## config.mk

```make
export PLATFORM = sky130hd
export DESIGN_NAME = exe_mem
export DESIGN_NICKNAME = d
export VERILOG_FILES = /design/src/rtl/exe_mem.sv
export SDC_FILE = /design/constraint.sdc
export NUM_CORES = 1
export LEC_CHECK = 0
export ABC_AREA = 1
export CAP_MARGIN = 40
export CORE_AREA = 5 5 106 108
export DETAILED_ROUTE_END_ITERATION = 16
export DIE_AREA = 0 0 111 113
export GPL_TIMING_DRIVEN = 0
export PLACE_DENSITY = 0.86
export SLEW_MARGIN = 20
export SYNTH_ARGS = -nofsm -noshare
export SYNTH_HDL_FRONTEND = slang
export SYNTH_SLANG_ARGS = --single-unit
```

## constraint.sdc

```tcl
create_clock -name clk_i -period 3.3 [get_ports clk_i]
set_input_delay 0.66 -clock clk_i [delete_from_list [all_inputs] [get_ports clk_i]]
set_output_delay 0.66 -clock clk_i [all_outputs]
set_load 0.01 [all_outputs]
```

## src/rtl/exe_mem.sv

```systemverilog
// -----------------------------------------------------------------------------
// exe_mem -- EX/MEM pipeline register of the 5-stage RV32I core.
//
// Latches the execute-stage results and the memory-access controls consumed by
// the mem stage. It also owns two pieces of stall logic:
//   * a memory access is held stable for MEM_LAT cycles, and stall_req_o asks
//     ctrl to freeze the front of the pipeline while the access completes;
//   * misaligned halfword/word accesses are squashed into a bubble. The op is
//     kept on mem_ctrl_o so the squashed access is still visible for debug.
//
// Parameters:
//   MEM_LAT  data-memory latency in cycles (1..15); 1 never stalls
//   OP_W     width of the mem_ctrl op field (matches the shared op defines)
//
// Ports:
//   clk_i        in   1     clock, rising edge
//   rst_i        in   1     asynchronous, active-high reset
//   stall_i      in   1     external stall from ctrl (freeze)
//   flush_i      in   1     flush from ctrl (load a bubble)
//   mem_ctrl_i   in   OP_W  memory op from exe (0 = NOP)
//   reg_waddr_i  in   5     destination register
//   reg_we_i     in   1     register write enable
//   reg_wdata_i  in   32    ALU result, or store data for stores
//   mem_addr_i   in   32    effective memory address
//   mem_we_i     in   1     store request
//   mem_re_i     in   1     load request
//   *_o          out  same  registered copies of the inputs above, to mem
//   stall_req_o  out  1     high while a multi-cycle access is in progress
//   misalign_o   out  1     one-cycle pulse when a misaligned access was squashed
// -----------------------------------------------------------------------------
module exe_mem #(
    parameter int MEM_LAT = 1,
    parameter int OP_W    = 8
) (
    input  logic            clk_i,
    input  logic            rst_i,
    input  logic            stall_i,
    input  logic            flush_i,
    input  logic [OP_W-1:0] mem_ctrl_i,
    input  logic [4:0]      reg_waddr_i,
    input  logic            reg_we_i,
    input  logic [31:0]     reg_wdata_i,
    input  logic [31:0]     mem_addr_i,
    input  logic            mem_we_i,
    input  logic            mem_re_i,
    output logic [OP_W-1:0] mem_ctrl_o,
    output logic [4:0]      reg_waddr_o,
    output logic            reg_we_o,
    output logic [31:0]     reg_wdata_o,
    output logic [31:0]     mem_addr_o,
    output logic            mem_we_o,
    output logic            mem_re_o,
    output logic            stall_req_o,
    output logic            misalign_o
);

    // Shared memory-op encodings (only the ones with alignment constraints
    // are needed here; byte ops and NOP can never be misaligned).
    localparam logic [OP_W-1:0] OP_LH  = OP_W'(2);
    localparam logic [OP_W-1:0] OP_LW  = OP_W'(3);
    localparam logic [OP_W-1:0] OP_LHU = OP_W'(5);
    localparam logic [OP_W-1:0] OP_SH  = OP_W'(7);
    localparam logic [OP_W-1:0] OP_SW  = OP_W'(8);

    // The capture edge itself is the first latency cycle and the return edge
    // BUSY->IDLE is the last, so the counter only covers what lies between.
    localparam bit         MULTI_CYCLE = (MEM_LAT > 1);
    localparam logic [3:0] CNT_INIT    = MULTI_CYCLE ? 4'(MEM_LAT - 2) : 4'd0;

    typedef enum logic {
        S_IDLE = 1'b0,
        S_BUSY = 1'b1
    } state_t;

    state_t          r_state;
    state_t          w_state_nxt;
    logic [3:0]      r_cnt;
    logic [3:0]      w_cnt_nxt;
    logic            w_capture;
    logic            w_misalign;
    logic            w_mem_access;

    logic [OP_W-1:0] r_mem_ctrl;
    logic [4:0]      r_reg_waddr;
    logic            r_reg_we;
    logic [31:0]     r_reg_wdata;
    logic [31:0]     r_mem_addr;
    logic            r_mem_we;
    logic            r_mem_re;
    logic            r_misalign;

    function automatic logic is_misaligned(input logic [OP_W-1:0] op,
                                           input logic [1:0]      addr_lo);
        if (op == OP_SH || op == OP_LH || op == OP_LHU) begin
            return addr_lo[0];
        end else if (op == OP_SW || op == OP_LW) begin
            return (addr_lo != 2'b00);
        end
        return 1'b0;
    endfunction

    // -------------------------------------------------------------------------
    // FSM: state register
    // -------------------------------------------------------------------------
    // NOTE: clocked state is written with non-blocking assignments only, so every
    // always_ff reads the pre-edge value of every register regardless of order.
    always_ff @(posedge clk_i or posedge rst_i) begin
        if (rst_i) begin
            r_state <= S_IDLE;
            r_cnt   <= 4'd0;
        end else begin
            r_state <= w_state_nxt;
            r_cnt   <= w_cnt_nxt;
        end
    end

    // -------------------------------------------------------------------------
    // FSM: next state, counter and capture decision
    // -------------------------------------------------------------------------
    // NOTE: every signal driven here gets a default first; a path that leaves one
    // unassigned would infer a latch.
    always_comb begin
        w_state_nxt  = r_state;
        w_cnt_nxt    = r_cnt;
        w_misalign   = is_misaligned(mem_ctrl_i, mem_addr_i[1:0]);
        w_mem_access = mem_we_i | mem_re_i;
        // A capture only happens in IDLE without an external stall; flush is
        // handled ahead of it in the datapath register.
        w_capture    = (r_state == S_IDLE) && !stall_i && !flush_i;

        if (flush_i) begin
            // Aborts any access in flight.
            w_state_nxt = S_IDLE;
            w_cnt_nxt   = 4'd0;
        end else begin
            unique case (r_state)
                S_IDLE: begin
                    if (w_capture && w_mem_access && MULTI_CYCLE && !w_misalign) begin
                        w_state_nxt = S_BUSY;
                        w_cnt_nxt   = CNT_INIT;
                    end
                end
                S_BUSY: begin
                    // Counts even under stall_i: memory latency does not care
                    // whether the pipeline is frozen.
                    if (r_cnt != 4'd0) begin
                        w_cnt_nxt = r_cnt - 4'd1;
                    end else begin
                        w_state_nxt = S_IDLE;
                    end
                end
                default: begin
                    w_state_nxt = S_IDLE;
                    w_cnt_nxt   = 4'd0;
                end
            endcase
        end
    end

    // -------------------------------------------------------------------------
    // Datapath register: reset > flush > hold > capture
    // -------------------------------------------------------------------------
    always_ff @(posedge clk_i or posedge rst_i) begin
        if (rst_i) begin
            r_mem_ctrl  <= '0;
            r_reg_waddr <= '0;
            r_reg_we    <= 1'b0;
            r_reg_wdata <= '0;
            r_mem_addr  <= '0;
            r_mem_we    <= 1'b0;
            r_mem_re    <= 1'b0;
            r_misalign  <= 1'b0;
        end else if (flush_i) begin
            r_mem_ctrl  <= '0;
            r_reg_waddr <= '0;
            r_reg_we    <= 1'b0;
            r_reg_wdata <= '0;
            r_mem_addr  <= '0;
            r_mem_we    <= 1'b0;
            r_mem_re    <= 1'b0;
            r_misalign  <= 1'b0;
        end else if (w_capture) begin
            if (w_misalign) begin
                // Squash into a bubble but leave the op visible for debug.
                r_mem_ctrl  <= mem_ctrl_i;
                r_reg_waddr <= '0;
                r_reg_we    <= 1'b0;
                r_reg_wdata <= '0;
                r_mem_addr  <= '0;
                r_mem_we    <= 1'b0;
                r_mem_re    <= 1'b0;
                r_misalign  <= 1'b1;
            end else begin
                r_mem_ctrl  <= mem_ctrl_i;
                r_reg_waddr <= reg_waddr_i;
                r_reg_we    <= reg_we_i;
                r_reg_wdata <= reg_wdata_i;
                r_mem_addr  <= mem_addr_i;
                r_mem_we    <= mem_we_i;
                r_mem_re    <= mem_re_i;
                r_misalign  <= 1'b0;
            end
        end else begin
            // Hold: contents stay, the misalign pulse ends.
            r_misalign <= 1'b0;
        end
    end

    assign mem_ctrl_o  = r_mem_ctrl;
    assign reg_waddr_o = r_reg_waddr;
    assign reg_we_o    = r_reg_we;
    assign reg_wdata_o = r_reg_wdata;
    assign mem_addr_o  = r_mem_addr;
    assign mem_we_o    = r_mem_we;
    assign mem_re_o    = r_mem_re;
    assign misalign_o  = r_misalign;
    // Decoded from state alone so ctrl sees it in the same cycle, glitch-free.
    assign stall_req_o = (r_state == S_BUSY);

endmodule

```

==> out/metrics.yaml <==
crit_required_ns: 3.54
rows: 37
synth_area_leaders: "dfrtp_1 (53%), nand2_1 (21%), inv_1 (8.0%)"
path_max_fanout: 10
power_leakage_nw: 3.24
fin_crit_sh_pct: 64.8
synth_seq_area_share_pct: 53.5
gp_congestion: 0.829
crit_type: "in -> reg"
worstMarginPinSlew_ns: 0.540
ys_warn_count: 0
clock_skew_ns: 0.00696
clk_pin_slew_ns: 0.08
synth_nets: 629
fin_hold_ws_ns: 0.482
viasPerCell: 4.50
r2r-start: "stall_req_o$_DFF_PP0_"
fin_area_sq_um: 6040
postSynthAreaPerCell_sq_um: 7.41
drc_errors: 0
yosysMostFrequentCell: "nand2_1"
rsz0062_at_grt: "false"
power_density_nw_per_um2: 365
final-seq-area_sq_um: 2150
cts_sinks: 86
max-slew-margin-rel_pct: 64.0
cts_tree: "built"
clkPwrFrac_pct: 29.4
grt_max_degree: 48
hold_violations: 0
num-fill-cells: 863
wire_per_inst_microns: 13.4
drive_gt1_share_pct: 5.79
n_antenna_cell: 0
finalWorstSetupSlack_ns: 1.16
ys.flop_type: "dfrtp_1"
worstPathArrival_ns: 2.37
combPwrFrac_pct: 18.9
max_freq_mhz: 468
seqPwrFrac_pct: 51.7
switching_share_pct: 26.2
initial_core_util_pct: 39.7
vias: 3877
antenna_found_initial: 0
placed_area_sq_um: 5880
status: "complete, no violations"
maxSlewViolCount: 0
cts_resized: 0
dpl.hpwl_microns: 8880
cts_made_buffers: 9
whs_path_depth: 2
die_area_sq_um: 12500
clockBufferDepth: 2
ant_nets: 0
reg2reg_to: "reg_wdata_o[28]$_DFFE_PP0P_"
multi_input_area_sq_um: 1400
grt_pass1_vias: 4051
grt_first_pass_wirelength_microns: 19300
syn-cell-area_sq_um: 4020
min_to: "reg_wdata_o[14]$_DFFE_PP0P_"
post-place-ws_ns: 0.804
yosys.area.top_type_share_pct: 53.5
rr_worst_depth: 6
endpoint_kind: "register"
final_nets: 806
port_buffers: 165
yosysTopAreaCell: "dfrtp_1"
core_area_sq_um: 10100
syn_to_final_growth_pct: 50.2
root_buffer: "clkbuf_8"
switching_power_mw: 0.577
synthArstFlopShare_pct: 100
hp-start: "reg_wdata_o[14]$_DFFE_PP0P_"
drtPass1Iterations: 4
pin_count: 166
synth_edf_count: 0
min_period_ns: 2.14
clk_latency_ns: 0.34
synth_commonest_cells: "nand2_1 (228), dfrtp_1 (86), inv_1 (86)"
synth.distinct_cells: 19
drv_cap: 0
grtUsageTotal_pct: 18.8
hold_buffers: 0
htreeDepth: 3
critPathLaunchType: "input pin"
hp-class: "reg -> reg"
p_int_mw: 1.63
drt-initial-drc-count: 222
die_h_microns: 113
postCtsSetupBuffers: 0
overflow: 0
timing.reg2reg.setup_slack_ns: 1.53
cp-startpoint: "flush_i"
ir_drop_mv: 0.181
synth_seq_cells: 86
die_w_microns: 111
finalSetupViolCount: 0
totalWireLength_microns: 11500
synthCells: 543
-- area by class of cell --
cell class              count  area share (%)
clock inverters             4           0.373
plain buffers              23            2.30
flip-flops and latches     86            35.6
well taps                 136            2.82
multi-input cells         346            23.2
clock buffers              12            2.40
repair buffers            166            27.8
inverters                  88            5.51
-- power groups by stage --
stage	Sequential [mW]	Clock [mW]	Combinational, mW
floorplan	1.18	0	0.129
detailed placement	1.16	0	0.421
global placement	1.16	0	0.407
finish	1.14	0.648	0.416
CTS	1.14	0.676	0.423
global route	1.15	0.717	0.458
-- metal layers --
layer  part of all wire [%]  track usage (%)  vias to the layer above  routed length, microns
met5                      0                0                        -                       0
met3                    8.4             5.94                       13                     972
li1                       -                -                     1918                       -
met4                    1.5             6.81                        0                     173
met2                     48             32.5                      151                    5530
met1                     42             22.1                     1795                    4840
-- cells in the final DEF, fill, tap and decap left out --
| cell type | netlist | final |
|---|---|---|
| buf_16 | 0 | 1 |
| inv_1 | 86 | 85 |
| clkinv_2 | 0 | 3 |
| nand2_2 | 11 | 11 |
| nor3_1 | 1 | 1 |
| nand3_2 | 1 | 1 |
| ha_1 | 2 | 2 |
| nand3_4 | 1 | 1 |
| clkinvlp_4 | 0 | 1 |
| inv_4 | 0 | 1 |
| nand4_1 | 1 | 1 |
| clkbuf_8 | 0 | 10 |
| dfrtp_1 | 86 | 86 |
| nor2_1 | 79 | 79 |
| a21oi_1 | 1 | 1 |
| nor2_2 | 4 | 4 |
| inv_2 | 2 | 2 |
| o21ai_0 | 11 | 11 |
| clkbuf_1 | 16 | 18 |
| nand2_1 | 228 | 228 |
| buf_6 | 7 | 7 |
| clkdlybuf4s50_1 | 0 | 165 |
| and2_1 | 1 | 1 |
| o22ai_1 | 1 | 1 |
| nand3_1 | 4 | 4 |
-- worst max-delay path: stages --
cell	delay (ns)
clkdlybuf4s50_1	0.49
inv_1	0.11
nand2_1	0.40
clkbuf_1	0.47
nor2_1	0.08
nand2_1	0.10
nand2_1	0.06
-- sequential cells by signal, summed over array words and instances (netlist names) --
signal / cells
mem_ctrl_o: 8
mem_re_o: 1
reg_waddr_o: 5
reg_we_o: 1
mem_addr_o: 32
misalign_o: 1
reg_wdata_o: 32
r_cnt: 4
mem_we_o: 1
stall_req_o: 1
-- cells by family (layout without fill, tap and decap cells) --
kind of cell	Yosys count	count (layout)	share of synthesized area, %
simple gates	331	331	32.6
buf+inv	111	293	11.7
compound gates	13	13	1.65
fa+ha+maj	2	2	0.622
flops	86	86	53.5
-- worst max path at each step --
stage	endpoint	cells after the start	slack (ns)
6_report	reg_wdata_o[28]$_DFFE_PP0P_	7	1.16
5_1_grt	mem_addr_o[31]$_DFFE_PP0P_	7	1.07
4_1_cts	reg_wdata_o[28]$_DFFE_PP0P_	7	1.19
3_5_place_dp	reg_wdata_o[28]$_DFFE_PP0P_	7	0.80
3_3_place_gp	reg_wdata_o[30]$_DFFE_PP0P_	2	-0.88
2_1_floorplan	mem_addr_o[0]$_DFFE_PP0P_	1	0.42
-- per-stage QoR --
stage	TNS (ns)	power (mW)	instances	util [%]
detailed placement	0	1.58	845	58.0
CTS	0	2.24	861	59.6
floorplan	0	1.31	543	-
global placement	-75.51	1.56	844	57.7
global route	0	2.32	861	59.6
finish	0	2.20	861	59.6
(Power assumes the default switching activity.)
